[src/rtl/armleo_axi_mux_rw.sv]
// ============================================================================
// armleo_axi_mux_rw : N-host to 1-client AXI4 mux, independent R/W arbitration
// Revision: 1.0
// ============================================================================
`default_nettype none

module armleo_axi_mux_rw #(
  parameter int HOST_NUMBER = 4,
  parameter int ADDR_WIDTH  = 32,
  parameter int DATA_WIDTH  = 32,
  parameter int ID_WIDTH    = 4,
  localparam int IDX_W        = (HOST_NUMBER > 2) ? $clog2(HOST_NUMBER) : 1,
  localparam int DATA_STROBES = DATA_WIDTH / 8,
  localparam int c_DID_W      = ID_WIDTH + IDX_W
) (
  input  logic                                    clk,
  input  logic                                    rst_n,

  input  logic [HOST_NUMBER-1:0]                  upstream_axi_awvalid,
  output logic [HOST_NUMBER-1:0]                  upstream_axi_awready,
  input  logic [HOST_NUMBER-1:0][ADDR_WIDTH-1:0]  upstream_axi_awaddr,
  input  logic [HOST_NUMBER-1:0][7:0]             upstream_axi_awlen,
  input  logic [HOST_NUMBER-1:0][2:0]             upstream_axi_awsize,
  input  logic [HOST_NUMBER-1:0][1:0]             upstream_axi_awburst,
  input  logic [HOST_NUMBER-1:0]                  upstream_axi_awlock,
  input  logic [HOST_NUMBER-1:0][ID_WIDTH-1:0]    upstream_axi_awid,
  input  logic [HOST_NUMBER-1:0][2:0]             upstream_axi_awprot,

  input  logic [HOST_NUMBER-1:0]                  upstream_axi_wvalid,
  output logic [HOST_NUMBER-1:0]                  upstream_axi_wready,
  input  logic [HOST_NUMBER-1:0][DATA_WIDTH-1:0]  upstream_axi_wdata,
  input  logic [HOST_NUMBER-1:0][DATA_STROBES-1:0] upstream_axi_wstrb,
  input  logic [HOST_NUMBER-1:0]                  upstream_axi_wlast,

  output logic [HOST_NUMBER-1:0]                  upstream_axi_bvalid,
  input  logic [HOST_NUMBER-1:0]                  upstream_axi_bready,
  output logic [HOST_NUMBER-1:0][1:0]             upstream_axi_bresp,
  output logic [HOST_NUMBER-1:0][ID_WIDTH-1:0]    upstream_axi_bid,

  input  logic [HOST_NUMBER-1:0]                  upstream_axi_arvalid,
  output logic [HOST_NUMBER-1:0]                  upstream_axi_arready,
  input  logic [HOST_NUMBER-1:0][ADDR_WIDTH-1:0]  upstream_axi_araddr,
  input  logic [HOST_NUMBER-1:0][7:0]             upstream_axi_arlen,
  input  logic [HOST_NUMBER-1:0][2:0]             upstream_axi_arsize,
  input  logic [HOST_NUMBER-1:0][1:0]             upstream_axi_arburst,
  input  logic [HOST_NUMBER-1:0]                  upstream_axi_arlock,
  input  logic [HOST_NUMBER-1:0][ID_WIDTH-1:0]    upstream_axi_arid,
  input  logic [HOST_NUMBER-1:0][2:0]             upstream_axi_arprot,

  output logic [HOST_NUMBER-1:0]                  upstream_axi_rvalid,
  input  logic [HOST_NUMBER-1:0]                  upstream_axi_rready,
  output logic [HOST_NUMBER-1:0][1:0]             upstream_axi_rresp,
  output logic [HOST_NUMBER-1:0]                  upstream_axi_rlast,
  output logic [HOST_NUMBER-1:0][DATA_WIDTH-1:0]  upstream_axi_rdata,
  output logic [HOST_NUMBER-1:0][ID_WIDTH-1:0]    upstream_axi_rid,

  output logic                                    downstream_axi_awvalid,
  input  logic                                    downstream_axi_awready,
  output logic [ADDR_WIDTH-1:0]                   downstream_axi_awaddr,
  output logic [7:0]                              downstream_axi_awlen,
  output logic [2:0]                              downstream_axi_awsize,
  output logic [1:0]                              downstream_axi_awburst,
  output logic                                    downstream_axi_awlock,
  output logic [c_DID_W-1:0]                      downstream_axi_awid,
  output logic [2:0]                              downstream_axi_awprot,

  output logic                                    downstream_axi_wvalid,
  input  logic                                    downstream_axi_wready,
  output logic [DATA_WIDTH-1:0]                   downstream_axi_wdata,
  output logic [DATA_STROBES-1:0]                 downstream_axi_wstrb,
  output logic                                    downstream_axi_wlast,

  input  logic                                    downstream_axi_bvalid,
  output logic                                    downstream_axi_bready,
  input  logic [1:0]                              downstream_axi_bresp,
  input  logic [c_DID_W-1:0]                      downstream_axi_bid,

  output logic                                    downstream_axi_arvalid,
  input  logic                                    downstream_axi_arready,
  output logic [ADDR_WIDTH-1:0]                   downstream_axi_araddr,
  output logic [7:0]                              downstream_axi_arlen,
  output logic [2:0]                              downstream_axi_arsize,
  output logic [1:0]                              downstream_axi_arburst,
  output logic                                    downstream_axi_arlock,
  output logic [c_DID_W-1:0]                      downstream_axi_arid,
  output logic [2:0]                              downstream_axi_arprot,

  input  logic                                    downstream_axi_rvalid,
  output logic                                    downstream_axi_rready,
  input  logic [1:0]                              downstream_axi_rresp,
  input  logic                                    downstream_axi_rlast,
  input  logic [DATA_WIDTH-1:0]                   downstream_axi_rdata,
  input  logic [c_DID_W-1:0]                      downstream_axi_rid
);

  typedef enum logic [1:0] {W_IDLE = 2'd0, W_ACTIVE = 2'd1, W_RESP = 2'd2} w_state_t;
  typedef enum logic [1:0] {R_IDLE = 2'd0, R_ADDR = 2'd1, R_DATA = 2'd2} r_state_t;

  w_state_t         r_wstate;
  r_state_t         r_rstate;
  logic [IDX_W-1:0] r_wsel, r_wptr, r_rsel, r_rptr;
  logic             r_aw_done, r_w_done;

  logic [IDX_W:0]   w_aw_pick, w_ar_pick;
  logic             w_aw_src_valid, w_w_src_valid, w_ar_src_valid;
  logic [ID_WIDTH-1:0] w_awid_sel, w_arid_sel;
  logic             w_aw_hs, w_w_last_hs, w_b_hs, w_ar_hs, w_r_last_hs;
  logic             w_bhit, w_bready_host, w_rhit, w_rready_host;
  logic [IDX_W-1:0] w_bprefix, w_rprefix;

  // Returns {found, index}; search begins one past the last grant and wraps.
  function automatic logic [IDX_W:0] rr_pick(input logic [HOST_NUMBER-1:0] req,
                                             input logic [IDX_W-1:0] ptr);
    logic             found;
    logic [IDX_W-1:0] idx;
    int               c;
    found = 1'b0;
    idx   = ptr;
    for (int k = 1; k <= HOST_NUMBER; k++) begin
      c = (int'(ptr) + k) % HOST_NUMBER;
      if (!found && req[c]) begin
        found = 1'b1;
        idx   = IDX_W'(c);
      end
    end
    return {found, idx};
  endfunction

  assign w_aw_pick = rr_pick(upstream_axi_awvalid, r_wptr);
  assign w_ar_pick = rr_pick(upstream_axi_arvalid, r_rptr);

  assign w_aw_hs     = downstream_axi_awvalid && downstream_axi_awready;
  assign w_w_last_hs = downstream_axi_wvalid && downstream_axi_wready && downstream_axi_wlast;
  assign w_b_hs      = downstream_axi_bvalid && downstream_axi_bready;
  assign w_ar_hs     = downstream_axi_arvalid && downstream_axi_arready;
  assign w_r_last_hs = downstream_axi_rvalid && downstream_axi_rready && downstream_axi_rlast;

  assign w_bprefix = downstream_axi_bid[c_DID_W-1:ID_WIDTH];
  assign w_rprefix = downstream_axi_rid[c_DID_W-1:ID_WIDTH];

  always_ff @(posedge clk) begin
    if (!rst_n) begin
      r_wstate  <= W_IDLE;
      r_wsel    <= '0;
      r_wptr    <= '0;
      r_aw_done <= 1'b0;
      r_w_done  <= 1'b0;
    end else begin
      case (r_wstate)
        W_IDLE: if (w_aw_pick[IDX_W]) begin
          r_wsel    <= w_aw_pick[IDX_W-1:0];
          r_wptr    <= w_aw_pick[IDX_W-1:0];
          r_aw_done <= 1'b0;
          r_w_done  <= 1'b0;
          r_wstate  <= W_ACTIVE;
        end
        W_ACTIVE: begin
          if (w_aw_hs)     r_aw_done <= 1'b1;
          if (w_w_last_hs) r_w_done  <= 1'b1;
          if ((r_aw_done || w_aw_hs) && (r_w_done || w_w_last_hs))
            r_wstate <= W_RESP;
        end
        W_RESP: if (w_b_hs) r_wstate <= W_IDLE;
        default: r_wstate <= W_IDLE;
      endcase
    end
  end

  always_ff @(posedge clk) begin
    if (!rst_n) begin
      r_rstate <= R_IDLE;
      r_rsel   <= '0;
      r_rptr   <= '0;
    end else begin
      case (r_rstate)
        R_IDLE: if (w_ar_pick[IDX_W]) begin
          r_rsel   <= w_ar_pick[IDX_W-1:0];
          r_rptr   <= w_ar_pick[IDX_W-1:0];
          r_rstate <= R_ADDR;
        end
        R_ADDR:  if (w_ar_hs) r_rstate <= R_DATA;
        R_DATA:  if (w_r_last_hs) r_rstate <= R_IDLE;
        default: r_rstate <= R_IDLE;
      endcase
    end
  end

  // Write address/data forwarding from the granted host
  always_comb begin
    downstream_axi_awaddr  = upstream_axi_awaddr[0];
    downstream_axi_awlen   = upstream_axi_awlen[0];
    downstream_axi_awsize  = upstream_axi_awsize[0];
    downstream_axi_awburst = upstream_axi_awburst[0];
    downstream_axi_awlock  = upstream_axi_awlock[0];
    downstream_axi_awprot  = upstream_axi_awprot[0];
    w_awid_sel             = upstream_axi_awid[0];
    w_aw_src_valid         = 1'b0;
    downstream_axi_wdata   = upstream_axi_wdata[0];
    downstream_axi_wstrb   = upstream_axi_wstrb[0];
    downstream_axi_wlast   = upstream_axi_wlast[0];
    w_w_src_valid          = 1'b0;
    upstream_axi_awready   = '0;
    upstream_axi_wready    = '0;
    for (int h = 0; h < HOST_NUMBER; h++) begin
      if (r_wsel == IDX_W'(h)) begin
        downstream_axi_awaddr  = upstream_axi_awaddr[h];
        downstream_axi_awlen   = upstream_axi_awlen[h];
        downstream_axi_awsize  = upstream_axi_awsize[h];
        downstream_axi_awburst = upstream_axi_awburst[h];
        downstream_axi_awlock  = upstream_axi_awlock[h];
        downstream_axi_awprot  = upstream_axi_awprot[h];
        w_awid_sel             = upstream_axi_awid[h];
        w_aw_src_valid         = upstream_axi_awvalid[h];
        downstream_axi_wdata   = upstream_axi_wdata[h];
        downstream_axi_wstrb   = upstream_axi_wstrb[h];
        downstream_axi_wlast   = upstream_axi_wlast[h];
        w_w_src_valid          = upstream_axi_wvalid[h];
        upstream_axi_awready[h] = (r_wstate == W_ACTIVE) && !r_aw_done && downstream_axi_awready;
        upstream_axi_wready[h]  = (r_wstate == W_ACTIVE) && !r_w_done && downstream_axi_wready;
      end
    end
    downstream_axi_awid   = {r_wsel, w_awid_sel};
    downstream_axi_awvalid = (r_wstate == W_ACTIVE) && !r_aw_done && w_aw_src_valid;
    downstream_axi_wvalid  = (r_wstate == W_ACTIVE) && !r_w_done && w_w_src_valid;
  end

  // Read address forwarding from the granted host
  always_comb begin
    downstream_axi_araddr  = upstream_axi_araddr[0];
    downstream_axi_arlen   = upstream_axi_arlen[0];
    downstream_axi_arsize  = upstream_axi_arsize[0];
    downstream_axi_arburst = upstream_axi_arburst[0];
    downstream_axi_arlock  = upstream_axi_arlock[0];
    downstream_axi_arprot  = upstream_axi_arprot[0];
    w_arid_sel             = upstream_axi_arid[0];
    w_ar_src_valid         = 1'b0;
    upstream_axi_arready   = '0;
    for (int h = 0; h < HOST_NUMBER; h++) begin
      if (r_rsel == IDX_W'(h)) begin
        downstream_axi_araddr  = upstream_axi_araddr[h];
        downstream_axi_arlen   = upstream_axi_arlen[h];
        downstream_axi_arsize  = upstream_axi_arsize[h];
        downstream_axi_arburst = upstream_axi_arburst[h];
        downstream_axi_arlock  = upstream_axi_arlock[h];
        downstream_axi_arprot  = upstream_axi_arprot[h];
        w_arid_sel             = upstream_axi_arid[h];
        w_ar_src_valid         = upstream_axi_arvalid[h];
        upstream_axi_arready[h] = (r_rstate == R_ADDR) && downstream_axi_arready;
      end
    end
    downstream_axi_arid    = {r_rsel, w_arid_sel};
    downstream_axi_arvalid = (r_rstate == R_ADDR) && w_ar_src_valid;
  end

  // Responses are broadcast; only the host named by the id prefix sees valid.
  // An unknown prefix is drained so the bus cannot stall.
  always_comb begin
    upstream_axi_bvalid = '0;
    upstream_axi_rvalid = '0;
    w_bhit        = 1'b0;
    w_bready_host = 1'b0;
    w_rhit        = 1'b0;
    w_rready_host = 1'b0;
    for (int h = 0; h < HOST_NUMBER; h++) begin
      upstream_axi_bresp[h] = downstream_axi_bresp;
      upstream_axi_bid[h]   = downstream_axi_bid[ID_WIDTH-1:0];
      upstream_axi_rresp[h] = downstream_axi_rresp;
      upstream_axi_rlast[h] = downstream_axi_rlast;
      upstream_axi_rdata[h] = downstream_axi_rdata;
      upstream_axi_rid[h]   = downstream_axi_rid[ID_WIDTH-1:0];
      if (w_bprefix == IDX_W'(h)) begin
        w_bhit                 = 1'b1;
        w_bready_host          = upstream_axi_bready[h];
        upstream_axi_bvalid[h] = (r_wstate == W_RESP) && downstream_axi_bvalid;
      end
      if (w_rprefix == IDX_W'(h)) begin
        w_rhit                 = 1'b1;
        w_rready_host          = upstream_axi_rready[h];
        upstream_axi_rvalid[h] = (r_rstate == R_DATA) && downstream_axi_rvalid;
      end
    end
    downstream_axi_bready = (r_wstate == W_RESP) && (w_bhit ? w_bready_host : 1'b1);
    downstream_axi_rready = (r_rstate == R_DATA) && (w_rhit ? w_rready_host : 1'b1);
  end

endmodule

`default_nettype wire

[config.mk]
export PLATFORM = sky130hd
export DESIGN_NAME = armleo_axi_mux_rw
export DESIGN_NICKNAME = d
export VERILOG_FILES = /design/src/rtl/armleo_axi_mux_rw.sv
export SDC_FILE = /design/constraint.sdc
export NUM_CORES = 1
export LEC_CHECK = 0
export ABC_AREA = 1
export BUFFER_PORTS_ARGS = -buffer_cell sky130_fd_sc_hd__buf_2
export CAP_MARGIN = 20
export CORE_AREA = 2 2 384 386
export DETAILED_ROUTE_END_ITERATION = 10
export DIE_AREA = 0 0 386 388
export SETUP_SLACK_MARGIN = 0.5
export SLEW_MARGIN = 20
export SYNTH_ARGS = -nofsm -noshare
export SYNTH_HDL_FRONTEND = slang
export SYNTH_SLANG_ARGS = --single-unit
[constraint.sdc]
create_clock -name clk -period 2.3 [get_ports clk]
set_clock_uncertainty 0.05 [all_clocks]
set_input_delay 0.345 -clock clk [delete_from_list [all_inputs] [get_ports clk]]
set_output_delay 0.345 -clock clk [all_outputs]
set_load 0.01 [all_outputs]
==> flow_metrics.py <==
metrics = {
    "run_status": {
        "run_status": "complete, but fails checks",
        "violations": "setup timing",
    },
    "timing": {
        "relSlewSlack_pct": 69.6,
        "fin_crit_ps": 2350,
        "post-route-period-util_pct": 102,
        "hold_violations": 0,
        "max_freq_mhz": 426,
        "worst_slack_ps": -49.8,
        "final-setup-viol-count": 18,
        "tightest_slew_ps": 456,
        "drv_slew": 0,
        "rsz0062_at_grt": "true",
        "hold_ws_ps": 353,
    },
    "critical_path": {
        "crit_required_ps": 1900,
        "crit_fanout": 8,
        "crit_type": "flip-flop to output pin",
        "cp-startpoint": "r_wptr[1]$_SDFFE_PN0P_",
        "r2r_slack_ps": 260,
        "arrival_ps": 1950,
        "critPathLaunchType": "flip-flop",
        "end_kind": "output pin",
        "reg2reg_to": "r_wstate[1]$_SDFFE_PN0P_",
        "r2r_start": "r_wptr[1]$_SDFFE_PN0P_",
        "reg2reg_depth": 14,
    },
    "drt": {
        "vias_per_cell": 3.20,
        "num_vias": 12900,
        "route.detailed.drc": 0,
        "firstDrtPassIters": 7,
        "met1Wirelength_microns": 36600,
        "highest_layer": "met5",
        "wl_per_cell_microns": 21.7,
        "wl_microns": 87100,
        "wl_met2_microns": 36400,
        "antenna_left": 0,
        "drt_iter0_drc": 978,
        "wl_met3_microns": 11200,
    },
    "clock_network": {
        "cts_tree": "done",
        "clock_latency_ps": 250,
        "cts-hold-fix-buffers": 0,
        "cts_root_buffer": "clkbuf_16",
        "cts_max_path_buffers": 2,
        "cts-buffers-inserted": 3,
        "cts_htree_levels": 1,
        "clkTransAtPathRegs_ps": 50,
        "clkSinkCount": 10,
    },
    "global_routing": {
        "grt_max_degree": 56,
        "grt_use_total_pct": 9.82,
        "grt_pass1_wl_microns": 98300,
        "antenna_found_initial": 82,
        "grt_overflow_total": 0,
        "grt_pass1_vias": 11300,
    },
    "power_and_ir_drop": {
        "switching_share_pct": 54.3,
        "cellPowerDensity_nw_per_um2": 1070,
        "ir_worst_vdd_mv": 0.458,
        "p_sw_w": 0.00977,
        "p_clk_share_pct": 2.0,
        "leakagePower_nw": 7.97,
        "pwr-share-seq_pct": 1.7,
        "power_frac_comb_pct": 96.2,
        "p_int_w": 0.00823,
    },
    "finish": {
        "fillers": 16900,
        "finalNetCount": 2739,
        "fin_area_sq_um": 16800,
        "area_growth_pct": 149,
        "final_common_cell": "buf_2",
        "drive_gt1_share_pct": 64.9,
        "final_cell_mix": "736 x buf_2, 389 x nand2_1, 172 x o21ai_1",
        "utilization_pct": 11.6,
    },
    "logic_synthesis": {
        "synth.ff_latch_count": 10,
        "syn_area_per_cell_sq_um": 4.97,
        "synth_area_sq_um": 6760,
        "syn_nets": 2017,
        "seq_area_frac_synth_pct": 2.96,
        "yosysWarnings": 0,
        "synthCells": 1361,
        "synth_cell_types": 28,
    },
    "place": {
        "placed_cell_area_sq_um": 12200,
        "hpwl_microns": 64300,
        "place_congestion": 0.848,
        "io_buffers": 779,
        "pre_cts_slack_ps": -156,
    },
    "floorplanning": {
        "die_area_sq_um": 150000,
        "coreArea_sq_um": 145000,
        "die_w_microns": 386,
        "io_pins": 1000,
        "rows": 140,
        "die_height_microns": 388,
        "start_util_pct": 4.66,
    },
    "min_path": {
        "holdPathStages": 3,
        "min_from": "downstream_axi_arready",
        "hold-path-endpoint": "r_rstate[1]$_SDFFE_PN0P_",
        "holdCritPathClass": "primary input to flip-flop",
    },
    "flow_run": {
        "drv_cap": 0,
    },
}
flip-flops by register name, summed over array words and instances (netlist names):
signal     flops
r_wstate       2
r_wptr         2
r_w_done       1
r_rstate       2
r_aw_done      1
r_rptr         2
kinds of logic after synthesis:
| group | share of synthesized area [%] |
|---|---|
| compound gates | 24.2 |
| fa+ha+maj | 1.48 |
| buf+inv | 28.1 |
| flops | 2.96 |
| simple gates | 43.3 |
worst max path at each step:
stage	endpoint	slack, ps	depth (start not counted)
detailed placement	downstream_axi_wdata[1]	-160	9
global route	downstream_axi_wdata[22]	-130	10
finish	downstream_axi_wdata[22]	-50	10
global placement	downstream_axi_wdata[1]	-210	9
floorplan	downstream_axi_awaddr[19]	480	9
CTS	downstream_axi_wdata[1]	-110	7
through the flow:
stage	total power, W	TNS [ps]	instances
floorplan	0.00595	0	1361
CTS	0.0146	-1510	3924
finish	0.0180	-316	4022
global route	0.0194	-4250	4009
detailed placement	0.0115	-519	3864
global placement	0.0115	-600	3864
power by group through the flow:
stage	Sequential, W	Clock (W)	Combinational (W)
final	0.000315	0.000366	0.0173
after global routing	0.000324	0.000393	0.0187
after CTS	0.000303	0.000388	0.0139
after floorplan	0.000329	0	0.00562
after global placement	0.000315	0	0.0112
after detailed placement	0.000315	0	0.0112
worst max-delay path, stage by stage (launching register included):
cell and delay [ps]:
dfxtp_4 350, buf_6 110, ha_4 260, inv_12 90, buf_12 150, buf_16 140
nand3_2 60, o21ai_1 60, buf_4 160, o21ai_2 140, buf_6 160
layer usage:
metal / up-vias / GRT usage (%)
met2: 908 / 14.6
met5: - / 0
met3: 225 / 5.25
li1: 5822 / -
met1: 5851 / 12.3
met4: 57 / 2.34
final cells by class:
cell class              count  area (sq um)  share of cell area (%)
repair buffers            987          7320                    43.5
multi-input cells        1038          6430                    38.2
well taps                1917          2400                    14.3
inverters                  39           224                    1.33
flip-flops and latches     10           216                    1.29
clock buffers               4          88.8                   0.528
repair inverters            4          80.1                   0.476
diodes                     23          57.6                   0.342
timing repair:
| item | in CTS | in global routing |
|---|---|---|
| pin swaps | 22 | 216 |
| resized for setup | 186 | 578 |
| cloned | 21 | 27 |
| setup buffers | 35 | 48 |
| endpoints found under the setup margin | 164 | 168 |
cells in the mapped netlist (all sizes together):
cell type    n  share of area (%)
inv         38                2.1
clkinv       1              0.055
buf        210                 22
nand3      164                 12
dfxtp       10                3.0
o21ai      297                 22
ha           8                1.5
o21bai       1               0.11
a21oi       13                1.0
nand3b       1               0.30
nand2      508                 28
nand4        1              0.093
clkbuf      64                3.6
nor2        33                1.9
o211ai       6               0.67
nor3         6               0.44
No activity file was read; power rests on OpenSTA's default activity.
